`config.mk`:
```
export PLATFORM = sky130hd
export DESIGN_NAME = axi_burst_master_flat
export DESIGN_NICKNAME = d
export VERILOG_FILES = /design/src/rtl/axi_burst_master_if.sv /design/src/rtl/axi_burst_master.sv /design/src/flat_wrapper.sv
export SDC_FILE = /design/constraint.sdc
export NUM_CORES = 1
export LEC_CHECK = 0
export CAP_MARGIN = 20
export CORE_AREA = 2 2 115 117
export DETAILED_ROUTE_END_ITERATION = 10
export DIE_AREA = 0 0 117 119
export DONT_BUFFER_PORTS = 1
export MAX_ROUTING_LAYER = met4
export SLEW_MARGIN = 20
export SYNTH_ARGS = -nofsm -noshare
export SYNTH_HDL_FRONTEND = slang
export SYNTH_SLANG_ARGS = --single-unit
export TNS_END_PERCENT = 30
```
`constraint.sdc`:
```
create_clock -name s_aclk -period 1.74 [get_ports s_aclk]
set_input_delay 0.261 -clock s_aclk [delete_from_list [all_inputs] [get_ports s_aclk]]
set_output_delay 0.261 -clock s_aclk [all_outputs]
set_load 0.05 [all_outputs]
```
`src/rtl/axi_burst_master_if.sv`:
```
// AXI4 master-side bus bundle for axi_burst_master.
// Holds AW, W, B, AR and R channels; master drives requests, slave responds.
interface axi_burst_master_if #(
  parameter int G_DATAWIDTH = 32,
  parameter int G_ID_WIDTH  = 1
);
  // AW channel
  logic [G_ID_WIDTH-1:0]  m_axi_awid;
  logic [31:0]            m_axi_awaddr;
  logic [7:0]             m_axi_awlen;
  logic [2:0]             m_axi_awsize;
  logic [1:0]             m_axi_awburst;
  logic                   m_axi_awvalid;
  logic                   m_axi_awready;
  // W channel
  logic [G_DATAWIDTH-1:0] m_axi_wdata;
  logic [3:0]             m_axi_wstrb;
  logic                   m_axi_wlast;
  logic                   m_axi_wvalid;
  logic                   m_axi_wready;
  // B channel
  logic [G_ID_WIDTH-1:0]  m_axi_bid;
  logic [1:0]             m_axi_bresp;
  logic                   m_axi_bvalid;
  logic                   m_axi_bready;
  // AR channel
  logic [G_ID_WIDTH-1:0]  m_axi_arid;
  logic [31:0]            m_axi_araddr;
  logic [7:0]             m_axi_arlen;
  logic [2:0]             m_axi_arsize;
  logic [1:0]             m_axi_arburst;
  logic                   m_axi_arvalid;
  logic                   m_axi_arready;
  // R channel
  logic [G_ID_WIDTH-1:0]  m_axi_rid;
  logic [G_DATAWIDTH-1:0] m_axi_rdata;
  logic [1:0]             m_axi_rresp;
  logic                   m_axi_rlast;
  logic                   m_axi_rvalid;
  logic                   m_axi_rready;

  modport master (
    output m_axi_awid,
    output m_axi_awaddr,
    output m_axi_awlen,
    output m_axi_awsize,
    output m_axi_awburst,
    output m_axi_awvalid,
    input  m_axi_awready,
    output m_axi_wdata,
    output m_axi_wstrb,
    output m_axi_wlast,
    output m_axi_wvalid,
    input  m_axi_wready,
    input  m_axi_bid,
    input  m_axi_bresp,
    input  m_axi_bvalid,
    output m_axi_bready,
    output m_axi_arid,
    output m_axi_araddr,
    output m_axi_arlen,
    output m_axi_arsize,
    output m_axi_arburst,
    output m_axi_arvalid,
    input  m_axi_arready,
    input  m_axi_rid,
    input  m_axi_rdata,
    input  m_axi_rresp,
    input  m_axi_rlast,
    input  m_axi_rvalid,
    output m_axi_rready
  );

  modport slave (
    input  m_axi_awid,
    input  m_axi_awaddr,
    input  m_axi_awlen,
    input  m_axi_awsize,
    input  m_axi_awburst,
    input  m_axi_awvalid,
    output m_axi_awready,
    input  m_axi_wdata,
    input  m_axi_wstrb,
    input  m_axi_wlast,
    input  m_axi_wvalid,
    output m_axi_wready,
    output m_axi_bid,
    output m_axi_bresp,
    output m_axi_bvalid,
    input  m_axi_bready,
    input  m_axi_arid,
    input  m_axi_araddr,
    input  m_axi_arlen,
    input  m_axi_arsize,
    input  m_axi_arburst,
    input  m_axi_arvalid,
    output m_axi_arready,
    output m_axi_rid,
    output m_axi_rdata,
    output m_axi_rresp,
    output m_axi_rlast,
    output m_axi_rvalid,
    input  m_axi_rready
  );
endinterface

```
`src/rtl/axi_burst_master.sv`:
```
// Single-command AXI4 INCR burst master: one write or read burst per command.
// Ports: s_aclk/s_aresetn (async active-low), cmd_* command handshake,
//   wr_* write stream in, rd_* read stream out, done_valid/done_err
//   completion pulse, m_axi AXI4 master bus (interface, master modport).
// Option: AXI_MASTER_STATS_EN adds stat_wr_cnt/stat_rd_cnt done counters.
module axi_burst_master #(
  parameter int G_DATAWIDTH = 32,
  parameter int G_ID_WIDTH  = 1,
  parameter int G_ID_VALUE  = 0
) (
  input  logic                   s_aclk,
  input  logic                   s_aresetn,
  input  logic                   cmd_valid,
  output logic                   cmd_ready,
  input  logic                   cmd_write,
  input  logic [31:0]            cmd_addr,
  input  logic [7:0]             cmd_len,
  input  logic [G_DATAWIDTH-1:0] wr_data,
  input  logic                   wr_valid,
  output logic                   wr_ready,
  output logic [G_DATAWIDTH-1:0] rd_data,
  output logic                   rd_valid,
  output logic                   rd_last,
  input  logic                   rd_ready,
  output logic                   done_valid,
  output logic                   done_err,
`ifdef AXI_MASTER_STATS_EN
  output logic [15:0]            stat_wr_cnt,
  output logic [15:0]            stat_rd_cnt,
`endif
  axi_burst_master_if.master     m_axi
);

  typedef enum logic [2:0] {
    IDLE,
    WADDR,
    WDATA,
    WRESP,
    RADDR,
    RDATA
  } state_t;

  state_t      state;
  logic        cmd_ready_q;
  logic        awvalid_q;
  logic        arvalid_q;
  logic        bready_q;
  logic        done_valid_q;
  logic        done_err_q;
  logic [31:0] addr_q;
  logic [7:0]  len_q;
  logic [7:0]  cnt_q;
  logic        err_q;

  logic in_wdata;
  logic in_rdata;
  logic cmd_fire;
  logic w_fire;
  logic r_fire;
  logic wr_fin;
  logic rd_fin;
  logic r_bad;

  assign in_wdata = (state == WDATA);
  assign in_rdata = (state == RDATA);

  assign cmd_fire = cmd_valid & cmd_ready_q;
  assign w_fire   = in_wdata & wr_valid
                  & m_axi.m_axi_wready;
  assign r_fire   = in_rdata & m_axi.m_axi_rvalid
                  & rd_ready;
  assign r_bad    = (m_axi.m_axi_rresp != 2'b00);

  assign wr_fin = (state == WRESP)
                & m_axi.m_axi_bvalid;
  assign rd_fin = r_fire & m_axi.m_axi_rlast;

  // IDs are never checked on the way back in.
  logic unused_ids;
  assign unused_ids = ^{m_axi.m_axi_bid,
                        m_axi.m_axi_rid};

  // Request channels: all fields registered.
  assign m_axi.m_axi_awid    = G_ID_WIDTH'(G_ID_VALUE);
  assign m_axi.m_axi_awaddr  = addr_q;
  assign m_axi.m_axi_awlen   = len_q;
  assign m_axi.m_axi_awsize  = 3'b010;
  assign m_axi.m_axi_awburst = 2'b01;
  assign m_axi.m_axi_awvalid = awvalid_q;

  assign m_axi.m_axi_arid    = G_ID_WIDTH'(G_ID_VALUE);
  assign m_axi.m_axi_araddr  = addr_q;
  assign m_axi.m_axi_arlen   = len_q;
  assign m_axi.m_axi_arsize  = 3'b010;
  assign m_axi.m_axi_arburst = 2'b01;
  assign m_axi.m_axi_arvalid = arvalid_q;

  // Write data is a combinational pass-through,
  // opened only while in WDATA.
  assign m_axi.m_axi_wdata  = wr_data;
  assign m_axi.m_axi_wstrb  = 4'hF;
  assign m_axi.m_axi_wvalid = in_wdata & wr_valid;
  assign m_axi.m_axi_wlast  = in_wdata
                            & (cnt_q == 8'd0);
  assign wr_ready = in_wdata & m_axi.m_axi_wready;

  assign m_axi.m_axi_bready = bready_q;

  // Read data is a combinational pass-through,
  // opened only while in RDATA.
  assign rd_data  = m_axi.m_axi_rdata;
  assign rd_valid = in_rdata & m_axi.m_axi_rvalid;
  assign rd_last  = in_rdata & m_axi.m_axi_rlast;
  assign m_axi.m_axi_rready = in_rdata & rd_ready;

  assign cmd_ready  = cmd_ready_q;
  assign done_valid = done_valid_q;
  assign done_err   = done_err_q;

  always_ff @(posedge s_aclk or negedge s_aresetn) begin
    if (!s_aresetn) begin
      state        <= IDLE;
      cmd_ready_q  <= 1'b0;
      awvalid_q    <= 1'b0;
      arvalid_q    <= 1'b0;
      bready_q     <= 1'b0;
      done_valid_q <= 1'b0;
      done_err_q   <= 1'b0;
      addr_q       <= 32'd0;
      len_q        <= 8'd0;
      cnt_q        <= 8'd0;
      err_q        <= 1'b0;
    end else begin
      done_valid_q <= 1'b0;
      done_err_q   <= 1'b0;
      unique case (state)
        IDLE: begin
          // Also raises cmd_ready on the first
          // edge after reset release.
          cmd_ready_q <= 1'b1;
          if (cmd_fire) begin
            cmd_ready_q <= 1'b0;
            addr_q      <= cmd_addr;
            len_q       <= cmd_len;
            err_q       <= 1'b0;
            if (cmd_write) begin
              state     <= WADDR;
              awvalid_q <= 1'b1;
            end else begin
              state     <= RADDR;
              arvalid_q <= 1'b1;
            end
          end
        end
        WADDR: begin
          if (m_axi.m_axi_awready) begin
            awvalid_q <= 1'b0;
            cnt_q     <= len_q;
            state     <= WDATA;
          end
        end
        WDATA: begin
          if (w_fire) begin
            if (cnt_q == 8'd0) begin
              bready_q <= 1'b1;
              state    <= WRESP;
            end else begin
              cnt_q <= cnt_q - 8'd1;
            end
          end
        end
        WRESP: begin
          if (m_axi.m_axi_bvalid) begin
            bready_q     <= 1'b0;
            cmd_ready_q  <= 1'b1;
            done_valid_q <= 1'b1;
            done_err_q   <= (m_axi.m_axi_bresp
                             != 2'b00);
            state        <= IDLE;
          end
        end
        RADDR: begin
          if (m_axi.m_axi_arready) begin
            arvalid_q <= 1'b0;
            state     <= RDATA;
          end
        end
        RDATA: begin
          if (r_fire) begin
            if (r_bad) begin
              err_q <= 1'b1;
            end
            // rlast ends the burst; beat count
            // is deliberately not cross-checked.
            if (m_axi.m_axi_rlast) begin
              cmd_ready_q  <= 1'b1;
              done_valid_q <= 1'b1;
              done_err_q   <= err_q | r_bad;
              state        <= IDLE;
            end
          end
        end
        default: begin
          state <= IDLE;
        end
      endcase
    end
  end

`ifdef AXI_MASTER_STATS_EN
  // Counters step on the same edge that
  // raises done_valid; they wrap naturally.
  always_ff @(posedge s_aclk or negedge s_aresetn) begin
    if (!s_aresetn) begin
      stat_wr_cnt <= 16'd0;
      stat_rd_cnt <= 16'd0;
    end else begin
      if (wr_fin) begin
        stat_wr_cnt <= stat_wr_cnt + 16'd1;
      end
      if (rd_fin) begin
        stat_rd_cnt <= stat_rd_cnt + 16'd1;
      end
    end
  end
`else
  logic unused_fin;
  assign unused_fin = wr_fin ^ rd_fin;
`endif

endmodule

```
`src/flat_wrapper.sv`:
```
// flat-port wrapper written by rule: the top's interface ports become plain ports
module axi_burst_master_flat 
#(
  parameter int G_DATAWIDTH = 32,
  parameter int G_ID_WIDTH  = 1,
  parameter int G_ID_VALUE  = 0
)
  (s_aclk, s_aresetn, cmd_valid, cmd_ready, cmd_write, cmd_addr, cmd_len, wr_data, wr_valid, wr_ready, rd_data, rd_valid, rd_last, rd_ready, done_valid, done_err, m_axi_m_axi_awid, m_axi_m_axi_awaddr, m_axi_m_axi_awlen, m_axi_m_axi_awsize, m_axi_m_axi_awburst, m_axi_m_axi_awvalid, m_axi_m_axi_awready, m_axi_m_axi_wdata, m_axi_m_axi_wstrb, m_axi_m_axi_wlast, m_axi_m_axi_wvalid, m_axi_m_axi_wready, m_axi_m_axi_bid, m_axi_m_axi_bresp, m_axi_m_axi_bvalid, m_axi_m_axi_bready, m_axi_m_axi_arid, m_axi_m_axi_araddr, m_axi_m_axi_arlen, m_axi_m_axi_arsize, m_axi_m_axi_arburst, m_axi_m_axi_arvalid, m_axi_m_axi_arready, m_axi_m_axi_rid, m_axi_m_axi_rdata, m_axi_m_axi_rresp, m_axi_m_axi_rlast, m_axi_m_axi_rvalid, m_axi_m_axi_rready);
  axi_burst_master_if #(.G_DATAWIDTH(G_DATAWIDTH), .G_ID_WIDTH(G_ID_WIDTH)) m_axi_i ();
  input  logic s_aclk;
  input  logic s_aresetn;
  input  logic cmd_valid;
  output logic cmd_ready;
  input  logic cmd_write;
  input  logic [31:0] cmd_addr;
  input  logic [7:0] cmd_len;
  input  logic [G_DATAWIDTH-1:0] wr_data;
  input  logic wr_valid;
  output logic wr_ready;
  output logic [G_DATAWIDTH-1:0] rd_data;
  output logic rd_valid;
  output logic rd_last;
  input  logic rd_ready;
  output logic done_valid;
  output logic done_err;
  output wire logic [$bits(m_axi_i.m_axi_awid)-1:0] m_axi_m_axi_awid;
  output wire logic [$bits(m_axi_i.m_axi_awaddr)-1:0] m_axi_m_axi_awaddr;
  output wire logic [$bits(m_axi_i.m_axi_awlen)-1:0] m_axi_m_axi_awlen;
  output wire logic [$bits(m_axi_i.m_axi_awsize)-1:0] m_axi_m_axi_awsize;
  output wire logic [$bits(m_axi_i.m_axi_awburst)-1:0] m_axi_m_axi_awburst;
  output wire logic [$bits(m_axi_i.m_axi_awvalid)-1:0] m_axi_m_axi_awvalid;
  input wire logic [$bits(m_axi_i.m_axi_awready)-1:0] m_axi_m_axi_awready;
  output wire logic [$bits(m_axi_i.m_axi_wdata)-1:0] m_axi_m_axi_wdata;
  output wire logic [$bits(m_axi_i.m_axi_wstrb)-1:0] m_axi_m_axi_wstrb;
  output wire logic [$bits(m_axi_i.m_axi_wlast)-1:0] m_axi_m_axi_wlast;
  output wire logic [$bits(m_axi_i.m_axi_wvalid)-1:0] m_axi_m_axi_wvalid;
  input wire logic [$bits(m_axi_i.m_axi_wready)-1:0] m_axi_m_axi_wready;
  input wire logic [$bits(m_axi_i.m_axi_bid)-1:0] m_axi_m_axi_bid;
  input wire logic [$bits(m_axi_i.m_axi_bresp)-1:0] m_axi_m_axi_bresp;
  input wire logic [$bits(m_axi_i.m_axi_bvalid)-1:0] m_axi_m_axi_bvalid;
  output wire logic [$bits(m_axi_i.m_axi_bready)-1:0] m_axi_m_axi_bready;
  output wire logic [$bits(m_axi_i.m_axi_arid)-1:0] m_axi_m_axi_arid;
  output wire logic [$bits(m_axi_i.m_axi_araddr)-1:0] m_axi_m_axi_araddr;
  output wire logic [$bits(m_axi_i.m_axi_arlen)-1:0] m_axi_m_axi_arlen;
  output wire logic [$bits(m_axi_i.m_axi_arsize)-1:0] m_axi_m_axi_arsize;
  output wire logic [$bits(m_axi_i.m_axi_arburst)-1:0] m_axi_m_axi_arburst;
  output wire logic [$bits(m_axi_i.m_axi_arvalid)-1:0] m_axi_m_axi_arvalid;
  input wire logic [$bits(m_axi_i.m_axi_arready)-1:0] m_axi_m_axi_arready;
  input wire logic [$bits(m_axi_i.m_axi_rid)-1:0] m_axi_m_axi_rid;
  input wire logic [$bits(m_axi_i.m_axi_rdata)-1:0] m_axi_m_axi_rdata;
  input wire logic [$bits(m_axi_i.m_axi_rresp)-1:0] m_axi_m_axi_rresp;
  input wire logic [$bits(m_axi_i.m_axi_rlast)-1:0] m_axi_m_axi_rlast;
  input wire logic [$bits(m_axi_i.m_axi_rvalid)-1:0] m_axi_m_axi_rvalid;
  output wire logic [$bits(m_axi_i.m_axi_rready)-1:0] m_axi_m_axi_rready;
  assign m_axi_m_axi_awid = m_axi_i.m_axi_awid;
  assign m_axi_m_axi_awaddr = m_axi_i.m_axi_awaddr;
  assign m_axi_m_axi_awlen = m_axi_i.m_axi_awlen;
  assign m_axi_m_axi_awsize = m_axi_i.m_axi_awsize;
  assign m_axi_m_axi_awburst = m_axi_i.m_axi_awburst;
  assign m_axi_m_axi_awvalid = m_axi_i.m_axi_awvalid;
  assign m_axi_i.m_axi_awready = m_axi_m_axi_awready;
  assign m_axi_m_axi_wdata = m_axi_i.m_axi_wdata;
  assign m_axi_m_axi_wstrb = m_axi_i.m_axi_wstrb;
  assign m_axi_m_axi_wlast = m_axi_i.m_axi_wlast;
  assign m_axi_m_axi_wvalid = m_axi_i.m_axi_wvalid;
  assign m_axi_i.m_axi_wready = m_axi_m_axi_wready;
  assign m_axi_i.m_axi_bid = m_axi_m_axi_bid;
  assign m_axi_i.m_axi_bresp = m_axi_m_axi_bresp;
  assign m_axi_i.m_axi_bvalid = m_axi_m_axi_bvalid;
  assign m_axi_m_axi_bready = m_axi_i.m_axi_bready;
  assign m_axi_m_axi_arid = m_axi_i.m_axi_arid;
  assign m_axi_m_axi_araddr = m_axi_i.m_axi_araddr;
  assign m_axi_m_axi_arlen = m_axi_i.m_axi_arlen;
  assign m_axi_m_axi_arsize = m_axi_i.m_axi_arsize;
  assign m_axi_m_axi_arburst = m_axi_i.m_axi_arburst;
  assign m_axi_m_axi_arvalid = m_axi_i.m_axi_arvalid;
  assign m_axi_i.m_axi_arready = m_axi_m_axi_arready;
  assign m_axi_i.m_axi_rid = m_axi_m_axi_rid;
  assign m_axi_i.m_axi_rdata = m_axi_m_axi_rdata;
  assign m_axi_i.m_axi_rresp = m_axi_m_axi_rresp;
  assign m_axi_i.m_axi_rlast = m_axi_m_axi_rlast;
  assign m_axi_i.m_axi_rvalid = m_axi_m_axi_rvalid;
  assign m_axi_m_axi_rready = m_axi_i.m_axi_rready;
  axi_burst_master #(.G_DATAWIDTH(G_DATAWIDTH), .G_ID_WIDTH(G_ID_WIDTH), .G_ID_VALUE(G_ID_VALUE)) u_core (.s_aclk(s_aclk), .s_aresetn(s_aresetn), .cmd_valid(cmd_valid), .cmd_ready(cmd_ready), .cmd_write(cmd_write), .cmd_addr(cmd_addr), .cmd_len(cmd_len), .wr_data(wr_data), .wr_valid(wr_valid), .wr_ready(wr_ready), .rd_data(rd_data), .rd_valid(rd_valid), .rd_last(rd_last), .rd_ready(rd_ready), .done_valid(done_valid), .done_err(done_err), .m_axi(m_axi_i));
endmodule
```
==> flow_summary.toml, run 1 <==
[pwr]
switching_share = 0.545
clockPowerShare = 0.143
seqPwrFrac = 0.242
p_leak_nw = 1.79
combPwrFrac = 0.615
peakVddDrop_mv = 1.03
power.switching_mw = 6.07
power.internal_mw = 5.07
powerDensity_nw_per_um2 = 2770

[floorplanning]
rows = 42
die_h_um = 119
core-area_um2 = 12900
ios = 294
dieArea_um2 = 13900
start_util = 0.277
die_x_um = 117

[sta]
tightest_slew_ns = 0.586
post-route-period-util = 1.14
slew_headroom = 0.609
skew_ns = 0.00991
worst_slack_ns = -0.241
fin_setup_tns_ns = -0.241
report.final.slew_viol_count = 0
final-hold-violation-count = 0
max_freq_mhz = 505
fin_crit_ns = 1.98
setup_violations = 1
rsz0062_at_grt = "true"

[critical_path]
critical_path_class = "register to primary output"
crit_slowest_cell = "or3b_4"
crit_path_cell_trace = "inv_2 -> ha_4 -> or3b_4 -> nor3_4 -> buf_12"
cp-end-kind = "primary output"
crit_cells = 5
required_ns = 1.48
slowest_delay_ns = 0.39
path_buf_inv = 2
r2r_cells = 6
critPathTopFamily = "simple AND/OR/NAND/NOR gates"
crit_arrival_ns = 1.72
worstPathMaxFanout = 2
start_kind = "register"

[final_layout]
area_delta_synth_final_pct = 12.7
post-route-util = 0.312
nets = 441
multi_input_area_um2 = 1270
register_area_um2 = 1450
num-fill-cells = 1293
insertedDiodeCount = 0
layout-drive-gt1-share = 0.492

[grt]
gr-total-overflow = 0
antenna_found_initial = 0
grt_pass1_vias = 2334
grt.total_usage = 0.123
grt_pass1_wl_um = 12300
grt_max_degree = 59

[cts]
insertion_delay_ns = 0.33
cts_tree = "built"
clk_pin_slew_ns = 0.05
cts_buffers = 9
htreeDepth = 3
clock_sinks = 58
clockRootBuffer = "clkbuf_16"
cts_buffer_depth = 2

[synth]
syn_area_um2 = 3570
ys.flop_type = "dfrtp_1"
synth_cell_types = 46
syn_inst = 339
avgSynthCellArea_um2 = 10.5
synth-seq-cells = 58
postSynth.asyncResetShare = 1.00
yosys_warnings = 0
seq_area_frac_synth = 0.407
synth_edf_count = 0

[worst_hold_path]
worstHoldPathCells = 1
hp-class = "input port to register"

[detailed_routing]
ant_nets = 0
routedWlPerCell_um = 17.1
drt-total-wl_um = 8470
drt_iter0_drc = 73
drc = 0
firstDrtPassIters = 4
via_count = 2235
viasPerCell = 4.52

[place]
numPortBuffers = 0
dp_hpwl_um = 6300
gp_congestion = 0.800

[flow_run]
maxCapViolations = 0

[status]
violations = "setup timing"
status = "finished, violations left"
[stage by stage]
step / instance area [um2] / power, mW / hold WS, ns / worst slack (ns) / instances
6_report: 4020 / 11.1 / 0.0683 / -0.241 / 495
5_1_grt: 4020 / 11.7 / 0.0490 / -0.315 / 495
4_1_cts: 3950 / 11.1 / 0.0459 / -0.278 / 490
3_5_place_dp: 3570 / 9.28 / -0.0335 / -0.0246 / 471
3_3_place_gp: 3570 / 9.19 / -0.0333 / 0.0160 / 471
2_1_floorplan: 3630 / 8.66 / -0.0346 / -0.0456 / 353
[synthesized netlist by cell type, types with 3 or more instances]
| master | n | area share |
|---|---|---|
| buf_4 | 120 | 0.25 |
| dfrtp_1 | 58 | 0.41 |
| mux2_2 | 39 | 0.12 |
| nand2_1 | 15 | 0.016 |
| nor2_1 | 14 | 0.015 |
| buf_2 | 8 | 0.011 |
| a21oi_1 | 7 | 0.0098 |
| o21ai_0 | 7 | 0.0098 |
| a22oi_1 | 5 | 0.011 |
| and3_1 | 4 | 0.0070 |
| inv_1 | 4 | 0.0042 |
| o221ai_1 | 4 | 0.0098 |
| a31oi_1 | 3 | 0.0053 |
| and2_1 | 3 | 0.0053 |
| nand3_1 | 3 | 0.0042 |
[logic make-up after synthesis]
kind of cell             after synthesis  share of synthesized area
AND/OR/NAND/NOR                       62                      0.103
flip-flops                            58                      0.407
buffers and inverters                135                      0.271
adder cells (fa/ha/maj)                2                    0.00701
AO/OA/AOI/OAI                         38                     0.0757
other                                  2                    0.00210
multiplexers                          42                      0.134
[metal layers]
layer  part of all wire  vias up  global-route usage
li1                   -      986                   -
met1               0.37     1085               0.130
met2               0.49      144               0.195
met3               0.12       20              0.0646
met4              0.015        0              0.0456
met5                  0        -                   -
[cell usage in the layout, fill, tap and decap left out, drive strengths merged, types with 2 or more instances in the layout]
| cell | count |
|---|---|
| and2 | 3 |
| nand4b | 2 |
| mux2 | 42 |
| nand2 | 15 |
| ha | 2 |
| o21ai | 7 |
| clkbuf | 13 |
| a21oi | 7 |
| dfrtp | 58 |
| nand3 | 3 |
| and3 | 4 |
| nor3 | 3 |
| nor4 | 4 |
| buf | 83 |
| or3b | 2 |
| o211ai | 2 |
| nor3b | 3 |
| o22a | 2 |
| o221ai | 4 |
| a31oi | 3 |
| o2bb2ai | 2 |
| o22ai | 2 |
| nor2 | 14 |
| inv | 4 |
| or2 | 3 |
| conb | 16 |
| nand2b | 2 |
| a22oi | 5 |
[registers in the layout (all words and copies together) (netlist names)]
register	flops
u_core.cmd_ready	1
u_core.cnt_q	8
u_core.done_err	1
u_core.done_valid	1
u_core.err_q	1
u_core.m_axi.m_axi_araddr	32
u_core.m_axi.m_axi_arlen	8
u_core.m_axi.m_axi_arvalid	1
u_core.m_axi.m_axi_awvalid	1
u_core.m_axi.m_axi_bready	1
u_core.state	3
[power groups by stage]
| stage | Combinational (mW) | Clock (mW) | Sequential (mW) |
|---|---|---|---|
| detailed placement | 6.57 | 0 | 2.71 |
| finish | 6.86 | 1.59 | 2.69 |
| global placement | 6.51 | 0 | 2.68 |
| floorplan | 4.40 | 0 | 4.26 |
| global route | 7.20 | 1.73 | 2.79 |
| CTS | 6.77 | 1.67 | 2.69 |
[final timing paths]
kind	start	endpoint	slack (ns)
max	u_core.cnt_q[1]	m_axi_m_axi_wlast	-0.24
max in group asynchronous	s_aresetn	u_core.m_axi.m_axi_arlen[4]	0.98
min	cmd_addr[29]	u_core.m_axi.m_axi_araddr[29]	0.07
min in group asynchronous	s_aresetn	u_core.m_axi.m_axi_araddr[15]	0.45
max reg2reg	u_core.cnt_q[5]	u_core.cnt_q[1]	0.02
min reg2reg	u_core.m_axi.m_axi_araddr[30]	u_core.m_axi.m_axi_araddr[30]	0.49
[area by class of cell]
class	count	share of cell area
inverter	4	0.00373
timing repair buffer	84	0.200
multi-input combinational	160	0.315
sequential	58	0.362
clock buffer	13	0.0647
tap	176	0.0548
[what timing repair did]
| action | in CTS | in global routing |
|---|---|---|
| endpoints found under the setup margin | 8 | 27 |
| hold buffers | 2 | 0 |
| pin swaps | 2 | 7 |
| endpoints found under the hold margin | 58 | 0 |
| buffers inserted | 4 | 6 |
| gates resized for setup | 12 | 10 |
[worst reg2reg max path: stages (launching register included)]
cell and delay, ns:
dfrtp_1 0.40, buf_4 0.17, nor4_4 0.26, buf_4 0.17
a211oi_4 0.07, or2_4 0.25, mux2_4 0.29
Note: power is estimated with default switching activity, not from simulation.
==> inputs of run 2 (changes only) <==
--- a/config.mk
+++ b/config.mk
@@ -11,8 +11,8 @@
 export DIE_AREA = 0 0 117 119
 export DONT_BUFFER_PORTS = 1
 export MAX_ROUTING_LAYER = met4
+export SETUP_SLACK_MARGIN = 0.4
 export SLEW_MARGIN = 20
 export SYNTH_ARGS = -nofsm -noshare
 export SYNTH_HDL_FRONTEND = slang
 export SYNTH_SLANG_ARGS = --single-unit
-export TNS_END_PERCENT = 30
==> flow_summary.toml, run 2 (synthesized netlist as in run 1, its figures left out) <==
[final_layout]
num-fill-cells = 1191
final_area_um2 = 4730
insertedDiodeCount = 0
largest_reg_flops = 32
layout.cells.non_filler = 515
layout_common_cells = "buf_4, dfrtp_1, mux2_4"
final_common_cell = "buf_4"
nets = 458
area_delta_synth_final_pct = 32.6
layout-drive-gt1-share = 0.631

[floorplanning]
rows = 42
die_h_um = 119
start_util = 0.277
die_x_um = 117
ios = 294
core-area_um2 = 12900
dieArea_um2 = 13900

[grt]
grt_pass1_vias = 2438
antenna_found_initial = 0
grt_max_degree = 59
grt_pass1_wl_um = 12600
gr-total-overflow = 0
grt.total_usage = 0.122

[place]
dpl_cell_area_um2 = 3580
dpl_worst_slack_ns = 0.0586
numPortBuffers = 0
gp_congestion = 0.766
dp_hpwl_um = 5630
dp_cells = 459

[sta]
max_freq_mhz = 511
report.final.slew_viol_count = 0
whs_ns = -0.370
rsz0062_at_grt = "true"
post-route-period-util = 1.13
skew_ns = 0.0120
fin_crit_ns = 1.96
setup_violations = 3
tightest_slew_ns = 0.572
final-hold-violation-count = 58
worst_slack_ns = -0.219
slew_headroom = 0.619

[critical_path]
r2r_slack_ns = 0.03
r2r_cells = 6
crit_arrival_ns = 1.70
slowest_delay_ns = 0.58
crit_slowest_cell = "or4_4"
r2r-start = "u_core.state[1]"
required_ns = 1.48
worstPathMaxFanout = 2
crit_path_cell_trace = "or4_4 -> nor3_4 -> buf_12"
reg2reg_to = "u_core.m_axi.m_axi_araddr[15]"
critical_path_class = "register to primary output"
crit_start = "u_core.cnt_q[3]"
cp-end-kind = "primary output"
start_kind = "register"

[pwr]
powerDensity_nw_per_um2 = 2670
peakVddDrop_mv = 0.837
p_total_mw = 12.6
p_leak_nw = 2.10

[cts]
cts_buffer_depth = 2
clk_pin_slew_ns = 0.06
clockRootBuffer = "clkbuf_16"
htreeDepth = 3
clock_sinks = 58
cts_tree = "built"
insertion_delay_ns = 0.32
cts_buffers = 9

[status]
status = "finished, violations left"
violations = "hold timing, setup timing"

[detailed_routing]
viasPerCell = 4.48
drc = 0
drt_iter0_drc = 120
routedWlPerCell_um = 16.7
firstDrtPassIters = 4
via_count = 2307
drt-total-wl_um = 8590
ant_nets = 0

[flow_run]
maxCapViolations = 0

[worst_hold_path]
hp-class = "input port to asynchronous set/reset pin"
run 2: cell types whose count changed in the layout (fill, tap and decap cells not counted), sizes merged:
cell	before	now
buf	83	101
bufinv	0	2
clkbuf	13	11
clkinv	0	2
clkinvlp	0	1
dlygate4sd3	1	0
run 2: area by class of cell:
| type | count | area, um2 | share of cell area |
|---|---|---|---|
| Multi-Input combinational cell | 160 | 1620 | 0.343 |
| Tap cell | 176 | 220 | 0.0465 |
| Clock inverter | 5 | 77.6 | 0.0164 |
| Sequential cell | 58 | 1470 | 0.310 |
| Timing Repair Buffer | 101 | 1090 | 0.230 |
| Inverter | 4 | 15.0 | 0.00317 |
| Clock buffer | 11 | 243 | 0.0513 |
run 2: how the worst max path moves through the flow:
stage / endpoint / cells after the start / slack [ns]
6_report: m_axi_m_axi_wlast / 3 / -0.22
5_1_grt: m_axi_m_axi_wlast / 5 / -0.29
4_1_cts: m_axi_m_axi_wlast / 3 / -0.23
3_5_place_dp: m_axi_m_axi_wlast / 5 / 0.06
3_3_place_gp: m_axi_m_axi_wlast / 5 / 0.06
2_1_floorplan: u_core.m_axi.m_axi_bready / 6 / -0.02
run 2: power by group:
group	internal [mW]	leakage, nW	switching, mW	total (mW)
clock	1.28	0.156	0.595	1.88
combinational	2.89	1.25	4.99	7.88
sequential	2.02	0.693	0.847	2.87
total	6.20	2.10	6.43	12.6
run 2: routing by layer:
| metal | part of all wire | GRT usage |
|---|---|---|
| met3 | 0.095 | 0.0478 |
| met4 | 0.018 | 0.0493 |
| met2 | 0.51 | 0.204 |
| met1 | 0.38 | 0.127 |
| met5 | 0 | - |
run 2: critical path, delay by kind of cell (launching register included):
kind | cells | cell delay, ns
simple gates | 2 | 0.82
flops | 1 | 0.38
buf+inv | 1 | 0.17
run 2: what timing repair did:
action | CTS | global route
resized for setup | 72 | 27
hold endpoints to repair | 58 | 58
gates cloned | 5 | 0
endpoints found under the setup margin | 67 | 66
buffers inserted | 23 | 12
pin swaps | 13 | 19
run 2: metrics by stage:
step	hold WS [ns]	setup TNS [ns]	utilization
6_report	-0.370	-0.286	0.367
5_1_grt	-0.389	-1.09	0.367
4_1_cts	-0.383	-0.434	0.348
3_5_place_dp	-0.0324	0	0.278
3_3_place_gp	-0.0329	0	0.278
2_1_floorplan	-0.0346	-0.123	-
